### src/rtl/uart_frame_engine.sv
// uart_frame_engine
//   Frame processor between a UART receiver and a UART transmitter. It buffers
//   received bytes in a FIFO, applies a per-frame selectable byte operation,
//   sends each processed byte, and then appends a modular-sum checksum byte
//   to close the frame.
//
//   state | meaning
//   IDLE  | no frame; waiting for a buffered byte and a non-zero bleng
//   POP   | read FIFO head, register processed byte into o_data
//   SEND  | wait for TX ready, strobe o_send, accumulate checksum
//   WAIT  | wait for TX to take the byte (i_rdy low); next byte or checksum
//   CSUM  | o_data holds checksum; strobe o_send when TX ready
//   CWAIT | wait for TX to take checksum, pulse o_frame_done
//
// Ports
//   i_clk, reset             clock, async active-low reset
//   bleng, i_mode, i_thresh  frame config, latched at frame start
//   i_data, i_valid          received byte and its 1-cycle strobe
//   i_rdy                    TX idle / able to accept a byte
//   o_data, o_send           byte to transmit and its 1-cycle strobe
//   o_busy                   frame in progress
//   o_overflow               sticky: byte dropped on full FIFO
//   o_frame_done             1-cycle pulse after checksum handoff
module uart_frame_engine #(
  parameter int D_BITS     = 8,
  parameter int FIFO_DEPTH = 16,
  parameter int LEN_W      = 32
) (
  input  logic              i_clk,
  input  logic              reset,
  input  logic [LEN_W-1:0]  bleng,
  input  logic [1:0]        i_mode,
  input  logic [D_BITS-1:0] i_thresh,
  input  logic [D_BITS-1:0] i_data,
  input  logic              i_valid,
  input  logic              i_rdy,
  output logic [D_BITS-1:0] o_data,
  output logic              o_send,
  output logic              o_busy,
  output logic              o_overflow,
  output logic              o_frame_done
);

  localparam int AW = $clog2(FIFO_DEPTH);

  typedef enum logic [2:0] {IDLE, POP, SEND, WAIT, CSUM, CWAIT} state_t;
  state_t state, state_nxt;

  logic [D_BITS-1:0] mem [FIFO_DEPTH];
  logic [AW-1:0]     wr_ptr, rd_ptr;
  logic [AW:0]       fill;
  logic              full, empty, push, pop;

  logic [LEN_W-1:0]  bleng_q, count;
  logic [1:0]        mode_q;
  logic [D_BITS-1:0] thresh_q, csum, prev, head, result;
  logic [D_BITS:0]   sum_w;
  logic              start;

  assign full  = (fill == (AW+1)'(FIFO_DEPTH));
  assign empty = (fill == '0);
  assign pop   = (state == POP);
  // A pop in the same cycle frees the slot, so a push into a full FIFO is still taken.
  assign push  = i_valid && (!full || pop);
  assign head  = mem[rd_ptr];
  assign start = (state == IDLE) && !empty && (bleng != '0);

  always_ff @(posedge i_clk) begin
    if (push) mem[wr_ptr] <= i_data;
  end

  always_ff @(posedge i_clk or negedge reset) begin
    if (!reset) begin
      wr_ptr     <= '0;
      rd_ptr     <= '0;
      fill       <= '0;
      o_overflow <= 1'b0;
    end else begin
      if (push) wr_ptr <= wr_ptr + AW'(1);
      if (pop)  rd_ptr <= rd_ptr + AW'(1);
      case ({push, pop})
        2'b10:   fill <= fill + (AW+1)'(1);
        2'b01:   fill <= fill - (AW+1)'(1);
        default: fill <= fill;
      endcase
      if (i_valid && full && !pop) o_overflow <= 1'b1;
    end
  end

  // Average uses one extra bit so the carry of prev + d is not lost.
  assign sum_w = {1'b0, prev} + {1'b0, head};

  always_comb begin
    result = head;
    case (mode_q)
      2'b00: result = head;
      2'b01: result = ~head;
      2'b10: result = (head >= thresh_q) ? '1 : '0;
      2'b11: result = D_BITS'(sum_w >> 1);
      default: result = head;
    endcase
  end

  always_ff @(posedge i_clk or negedge reset) begin
    if (!reset) begin
      bleng_q  <= '0;
      mode_q   <= 2'b00;
      thresh_q <= '0;
      count    <= '0;
      csum     <= '0;
      prev     <= '0;
      o_data   <= '0;
    end else begin
      if (start) begin
        bleng_q  <= bleng;
        mode_q   <= i_mode;
        thresh_q <= i_thresh;
        count    <= '0;
        csum     <= '0;
        prev     <= '0;
      end
      if (state == POP) begin
        o_data <= result;
        if (mode_q == 2'b11) prev <= head;
      end
      if (state == SEND && i_rdy) begin
        csum  <= csum + o_data;
        count <= count + LEN_W'(1);
      end
      if (state == WAIT && !i_rdy && count == bleng_q) o_data <= csum;
    end
  end

  always_ff @(posedge i_clk or negedge reset) begin
    if (!reset) state <= IDLE;
    else        state <= state_nxt;
  end

  always_comb begin
    state_nxt    = state;
    o_send       = 1'b0;
    o_frame_done = 1'b0;
    o_busy       = (state != IDLE);
    case (state)
      IDLE:  if (start) state_nxt = POP;
      POP:   state_nxt = SEND;
      SEND:  if (i_rdy) begin
               o_send    = 1'b1;
               state_nxt = WAIT;
             end
      WAIT:  if (!i_rdy) begin
               if (count == bleng_q) state_nxt = CSUM;
               else if (!empty)      state_nxt = POP;
             end
      CSUM:  if (i_rdy) begin
               o_send    = 1'b1;
               state_nxt = CWAIT;
             end
      CWAIT: if (!i_rdy) begin
               o_frame_done = 1'b1;
               state_nxt    = IDLE;
             end
      default: state_nxt = IDLE;
    endcase
  end

endmodule

### config.mk
export PLATFORM = sky130hd
export DESIGN_NAME = uart_frame_engine
export DESIGN_NICKNAME = d
export VERILOG_FILES = /design/src/rtl/uart_frame_engine.sv
export SDC_FILE = /design/constraint.sdc
export NUM_CORES = 1
export LEC_CHECK = 0
export ABC_AREA = 1
export BUFFER_PORTS_ARGS = -buffer_cell sky130_fd_sc_hd__buf_2
export CELL_PAD_IN_SITES_DETAIL_PLACEMENT = 1
export CELL_PAD_IN_SITES_GLOBAL_PLACEMENT = 1
export CORE_UTILIZATION = 28
export CTS_BUF_LIST = sky130_fd_sc_hd__clkbuf_8
export DETAILED_ROUTE_END_ITERATION = 7
export GPL_TIMING_DRIVEN = 0
export PLACE_DENSITY_LB_ADDON = 0.1
export SLEW_MARGIN = 20
export SYNTH_ARGS = -nofsm -noshare
export SYNTH_HDL_FRONTEND = slang
export SYNTH_SLANG_ARGS = --single-unit
export TNS_END_PERCENT = 5
### constraint.sdc
create_clock -name i_clk -period 4.7 [get_ports i_clk]
set_input_delay 0.94 -clock i_clk [delete_from_list [all_inputs] [get_ports i_clk]]
set_output_delay 0.94 -clock i_clk [all_outputs]
set_load 0.02 [all_outputs]
## Word-level counts from Yosys, hierarchy flattened

Memories as Yosys holds them, arrays and structs flattened.
Index checks and enable logic that the tools add are counted.

| word-level totals | value |
|---|---|
| register bits | 115 |
| RAM bits | 128 |
| bits of input ports | 54 |
| output and inout port bits | 12 |
| word-level logic and storage cells | 89 |
| memories | 1 |

Memories:

| name | words | width | read ports | clocked after memory_dff | wr ports | RTL line | text |
|---|---|---|---|---|---|---|---|
| mem | 16 | 8 | 1 | 0 | 1 | 49 | `logic [D_BITS-1:0] mem [FIFO_DEPTH];` |

| operators by class | value |
|---|---|
| $add $sub $neg | 7 |
| $lt $le $gt $ge | 1 |
| eq/ne operators | 18 |
| multiplexer cells | 26 |
| bitwise logic cells | 1 |
| reductions and logical operators | 23 |

Operators with widths:

| kind | number |
|---|---|
| $mux W32 | 2 |
| $mux W8 | 8 |
| $add A32 B1 Y32 const B | 1 |
| $eq A32 B32 Y1 | 1 |
| $pmux W8 S4 | 1 |
| $reduce_bool A32 Y1 | 1 |
| $mux W3 | 7 |
| $pmux W3 S6 | 1 |
| $ne A2 B2 Y1 const B | 5 |
| $pmux W5 S2 | 1 |
| $add A8 B8 Y9 | 1 |
| $add A4 B1 Y4 const B | 2 |
| $add A8 B8 Y8 | 1 |
| $ge A8 B8 Y1 | 1 |
| $logic_and A1 B1 Y1 | 8 |
| $not A8 Y8 | 1 |
| $eq A2 B2 Y1 const B | 3 |
| $eq A3 B2 Y1 const B | 2 |
| $eq A3 B3 Y1 const B | 2 |
| $mux W1 | 6 |
| $reduce_and A6 Y1 | 1 |
| $reduce_bool A2 Y1 | 3 |
| $add A5 B1 Y5 const B | 1 |
| $eq A5 B5 Y1 const B | 1 |
| 11 further kinds | 15 |

## Logic depth before layout (Yosys ltp)

| logic depth | value |
|---|---|
| depth in word-level cells | 7 |
| gate-level depth with buffers | 21 |
| depth with buffers taken out | 21 |

## Worst setup path before layout

Ideal clock, no wire load.

| timing | value |
|---|---|
| kind | register to register |
| start | register rd_ptr[0] |
| end | register o_data[5] |
| arrival | 2.381 ns |
| required time | 4.572 ns |
| setup slack | 2.191 ns |
| cell stages (with the launch flop) | 19 |
| buffers on the path | 3 |
| period minus slack after synthesis | 2.509 ns |
| cell sequence | dfrtp_1 buf_4 buf_4 buf_4 nor2_1 o221ai_1 nand3_1 nand2_1 ha_1 a21oi_1 nand2_1 nand2_1 nand2_1 nand2_1 nand2_1 o21ai_0 nand2_1 o21bai_1 nand3_1 |

| on the way | value |
|---|---|
| longest elaborated chain between the ends | 6 |
| elaborated cells between the ends (all ways) | 8 |
| classes of those cells | add/sub: 1; order compare: 1; mux: 4; bitwise: 1; memory: 1 |

Ends and longest elaborated chain:

| item | RTL line | text |
|---|---|---|
| start: declaration | 50 | `logic [AW-1:0] wr_ptr, rd_ptr;` |
| start signal: assignment | 80 | `if (pop) rd_ptr <= rd_ptr + AW'(1);` |
| $mem_v2 Z16 W8 (*) | -- |  |
| $ge A8 B8 Y1 | 98 | `2'b10: result = (head >= thresh_q) ? '1 : '0;` |
| $mux W8 | 98 |  |
| $pmux W8 S4 (*) | 95 | `case (mode_q)` |
| $mux W8 (*) | 122 | `if (state == POP) begin` |
| $mux W8 (*) | 130 | `if (state == WAIT && !i_rdy && count == bleng_q) o_data <= csum;` |
| end signal: assignment | 123 | `o_data <= result;` |
| end signal: assignment | 130 |  |
| end: declaration | 37 | `output logic [D_BITS-1:0] o_data,` |

Every way passes the cells marked *; elsewhere a longest branch is shown, timed or not. The select of a mux whose other input is x is not followed.
A chain may end at the register's enable or synchronous reset.

## Worst setup path in the final report

| timing | value |
|---|---|
| start | register rd_ptr[1] |
| end | register o_data[2] |

The elaborated chain is that of the path after synthesis.

==> results.yml <==
power:
  p_total_mw: 9.07
  ir_worst_vdd_mv: 0.229
  p_leak_nw: 6.02
  power.density_mw_per_mm2: 656
clock_tree:
  cts_setup_buffers: 0
  clock-sinks: 243
  cts_buffer_depth: 3
  path_clk_slew_ps: 60
  worstSkewPairLatency_ps: 630
  cts_max_level: 2
  cts_root_buf: "clkbuf_8"
  cts_resized: 0
  cts_hold_buf: 0
  cts_tree: "done"
  numCtsBuffers: 48
layout:
  mostFrequentLayoutCells: "nand2_1 (277), edfxtp_1 (128), nor2_1 (120)"
  antenna_cells: 0
  area_delta_synth_final_pct: 17.0
  layout_commonest_cell: "nand2_1"
  drive_gt1_share_pct: 14.5
  fin_nets: 1442
drt:
  dr.first_iter.drc_count: 436
  detail_route.wl_per_cell_um: 19.3
  drt-vias-per-instance: 4.78
  drt-total-wl_um: 37200
  dr.pass1.iters: 4
  drc_errors: 0
  ant_nets: 0
  num_vias: 9188
grt:
  grt_antenna_before_repair: 2
  grt-ovfl-total: 0
  grt_max_degree: 88
  grt_usage_pct: 17.8
  grt_pass1_wl_um: 58600
  grt_pass1_vias: 9785
worst_setup_path:
  cp.arrival_ps: 4110
  cp-start-kind: "flip-flop"
  cp_max_fo: 10
  cp.required_ps: 5200
  path_class: "reg -> reg"
  cp-end-kind: "flip-flop"
  worstRegToRegCells: 17
synth:
  syn_nets: 1326
  synthTopCellsByArea: "edfxtp_1 (33%), dfrtp_1 (24%), nand2_1 (8.8%)"
  synth_top_area_share_pct: 32.5
  synth.largest_area_cell: "edfxtp_1"
  yosysUniqueCellTypes: 47
  synth.avg_cell_area_um2: 9.56
  yosysWarnings: 0
  synth_edf_count: 128
  synth_area_mm2: 0.0118
  ys_seq_area_share_pct: 56.8
  synthCells: 1237
  yosys_most_used_dff: "edfxtp_1"
  yosys_register_bits: 243
  async_reset_ff_share_pct: 47.3
sta:
  slew_violations: 0
  worstMarginPinSlew_ps: 1140
  fmax_mhz: 277
  slew_headroom_pct: 24.0
  finalCritPeriodShare_pct: 76.8
  skew_ps: 15.5
  hold_viol_final: 0
  period_minus_slack_ps: 3610
  setup_viol: 0
  rsz0062_at_grt: "no"
  tns_ps: 0
placement:
  dp_hpwl_um: 25400
  portBuffers: 65
  gp_congestion: 0.786
floorplanning:
  rows: 74
  core_mm2: 0.0412
  die_w_um: 207
  initial_core_util_pct: 28.7
  die_h_um: 207
  io_pins: 66
  die-area_mm2: 0.0431
hold_path:
  min_path_type: "in -> async"
job:
  maxCapViolations: 0
status:
  status: "complete, no violations"
## critical path, stage by stage (launching register included)
cell and delay (ps):
dfrtp_1 490, inv_2 220, clkbuf_1 490, o21ai_0 180, o221ai_1 220, o211ai_1 150, nand2_1 310, ha_1 300
nand2_1 120, nor2_1 80, nand4_1 80, o2111ai_1 150, nand2_1 170, inv_1 110, a21oi_1 130, nand3_1 100
nand2_1 110, nand3_1 80
## sequential cells by signal, indices dropped and copies added (netlist names)
name	cells
bleng_q	32
rd_ptr	4
state	3
o_data	8
prev	8
o_overflow	1
wr_ptr	4
csum	8
count	32
thresh_q	8
fill	5
mode_q	2
mem	128
## path summary, 6_finish.rpt
path	start	slack [ps]	endpoint
min in group i_clk	o_overflow	480	o_overflow
min reg2reg	o_overflow	480	o_overflow
max	rd_ptr[1]	1090	o_data[2]
min	reset	180	thresh_q[1]
max in group asynchronous	reset	3740	bleng_q[28]
max reg2reg	rd_ptr[1]	1090	o_data[2]
## cells by family after synthesis
family	after synthesis	synth area share, %
AO/OA/AOI/OAI	211	10.2
XOR/XNOR	42	3.11
adder cells (fa/ha/maj)	35	3.89
buffers and inverters	154	5.24
flip-flops	243	56.8
multiplexers	2	0.169
AND/OR/NAND/NOR	550	20.5
## routing by layer
layer | track usage [%] | wire length (µm)
met1 | 24.9 | 17900
met2 | 27.9 | 16900
met3 | 3.10 | 1750
met4 | 5.61 | 704
met5 | 0 | 14
## area by class of cell
cell class / instances / area [µm²]
clock buffer: 55 / 757
sequential: 243 / 6720
multi-input combinational: 840 / 4510
timing repair buffer: 66 / 363
clock inverter: 34 / 204
inverter: 111 / 417
fill: 4746 / 27400
tap: 532 / 666
buffer: 43 / 203
## cells in the mapped netlist, types with 2 or more instances
cell type	n
o221ai_1	19
or2_2	3
nor2_2	3
a211oi_1	2
nor2_4	7
nor3_2	4
o31ai_1	2
nand3_1	70
o21ai_0	110
buf_4	6
nor3_1	10
inv_2	6
inv_1	104
edfxtp_1	128
a31oi_1	3
ha_1	32
o32ai_1	2
nand2_1	277
mux2i_1	2
nor2_1	130
xnor2_1	2
nor4_1	12
xor2_1	40
a21oi_1	43
clkbuf_1	22
buf_2	15
o22ai_1	10
nor3_4	2
o21ai_1	5
nand3b_1	2
dfrtp_1	115
fa_1	3
o211ai_1	10
nand2_2	7
nand4_1	17
## metrics by stage
| stage | setup WS (ps) | cell area [µm²] | cells | hold slack [ps] | utilization, % |
|---|---|---|---|---|---|
| 5_1_grt | 784 | 13800 | 1924 | 161 | 33.6 |
| 4_1_cts | 1100 | 13800 | 1924 | 119 | 33.6 |
| 6_report | 1090 | 13800 | 1924 | 179 | 33.6 |
| 3_5_place_dp | 1130 | 12900 | 1835 | 471 | 31.3 |
| 2_1_floorplan | 2190 | 11800 | 1237 | 455 | - |
| 3_3_place_gp | 840 | 12800 | 1834 | 461 | 31.1 |
## where the power goes
part           internal [mW]  switching, mW  leakage, nW
sequential              2.73          0.327         2.64
combinational           1.17           2.69         2.84
clock                   1.14           1.02        0.547
(Power assumes the default switching activity.)
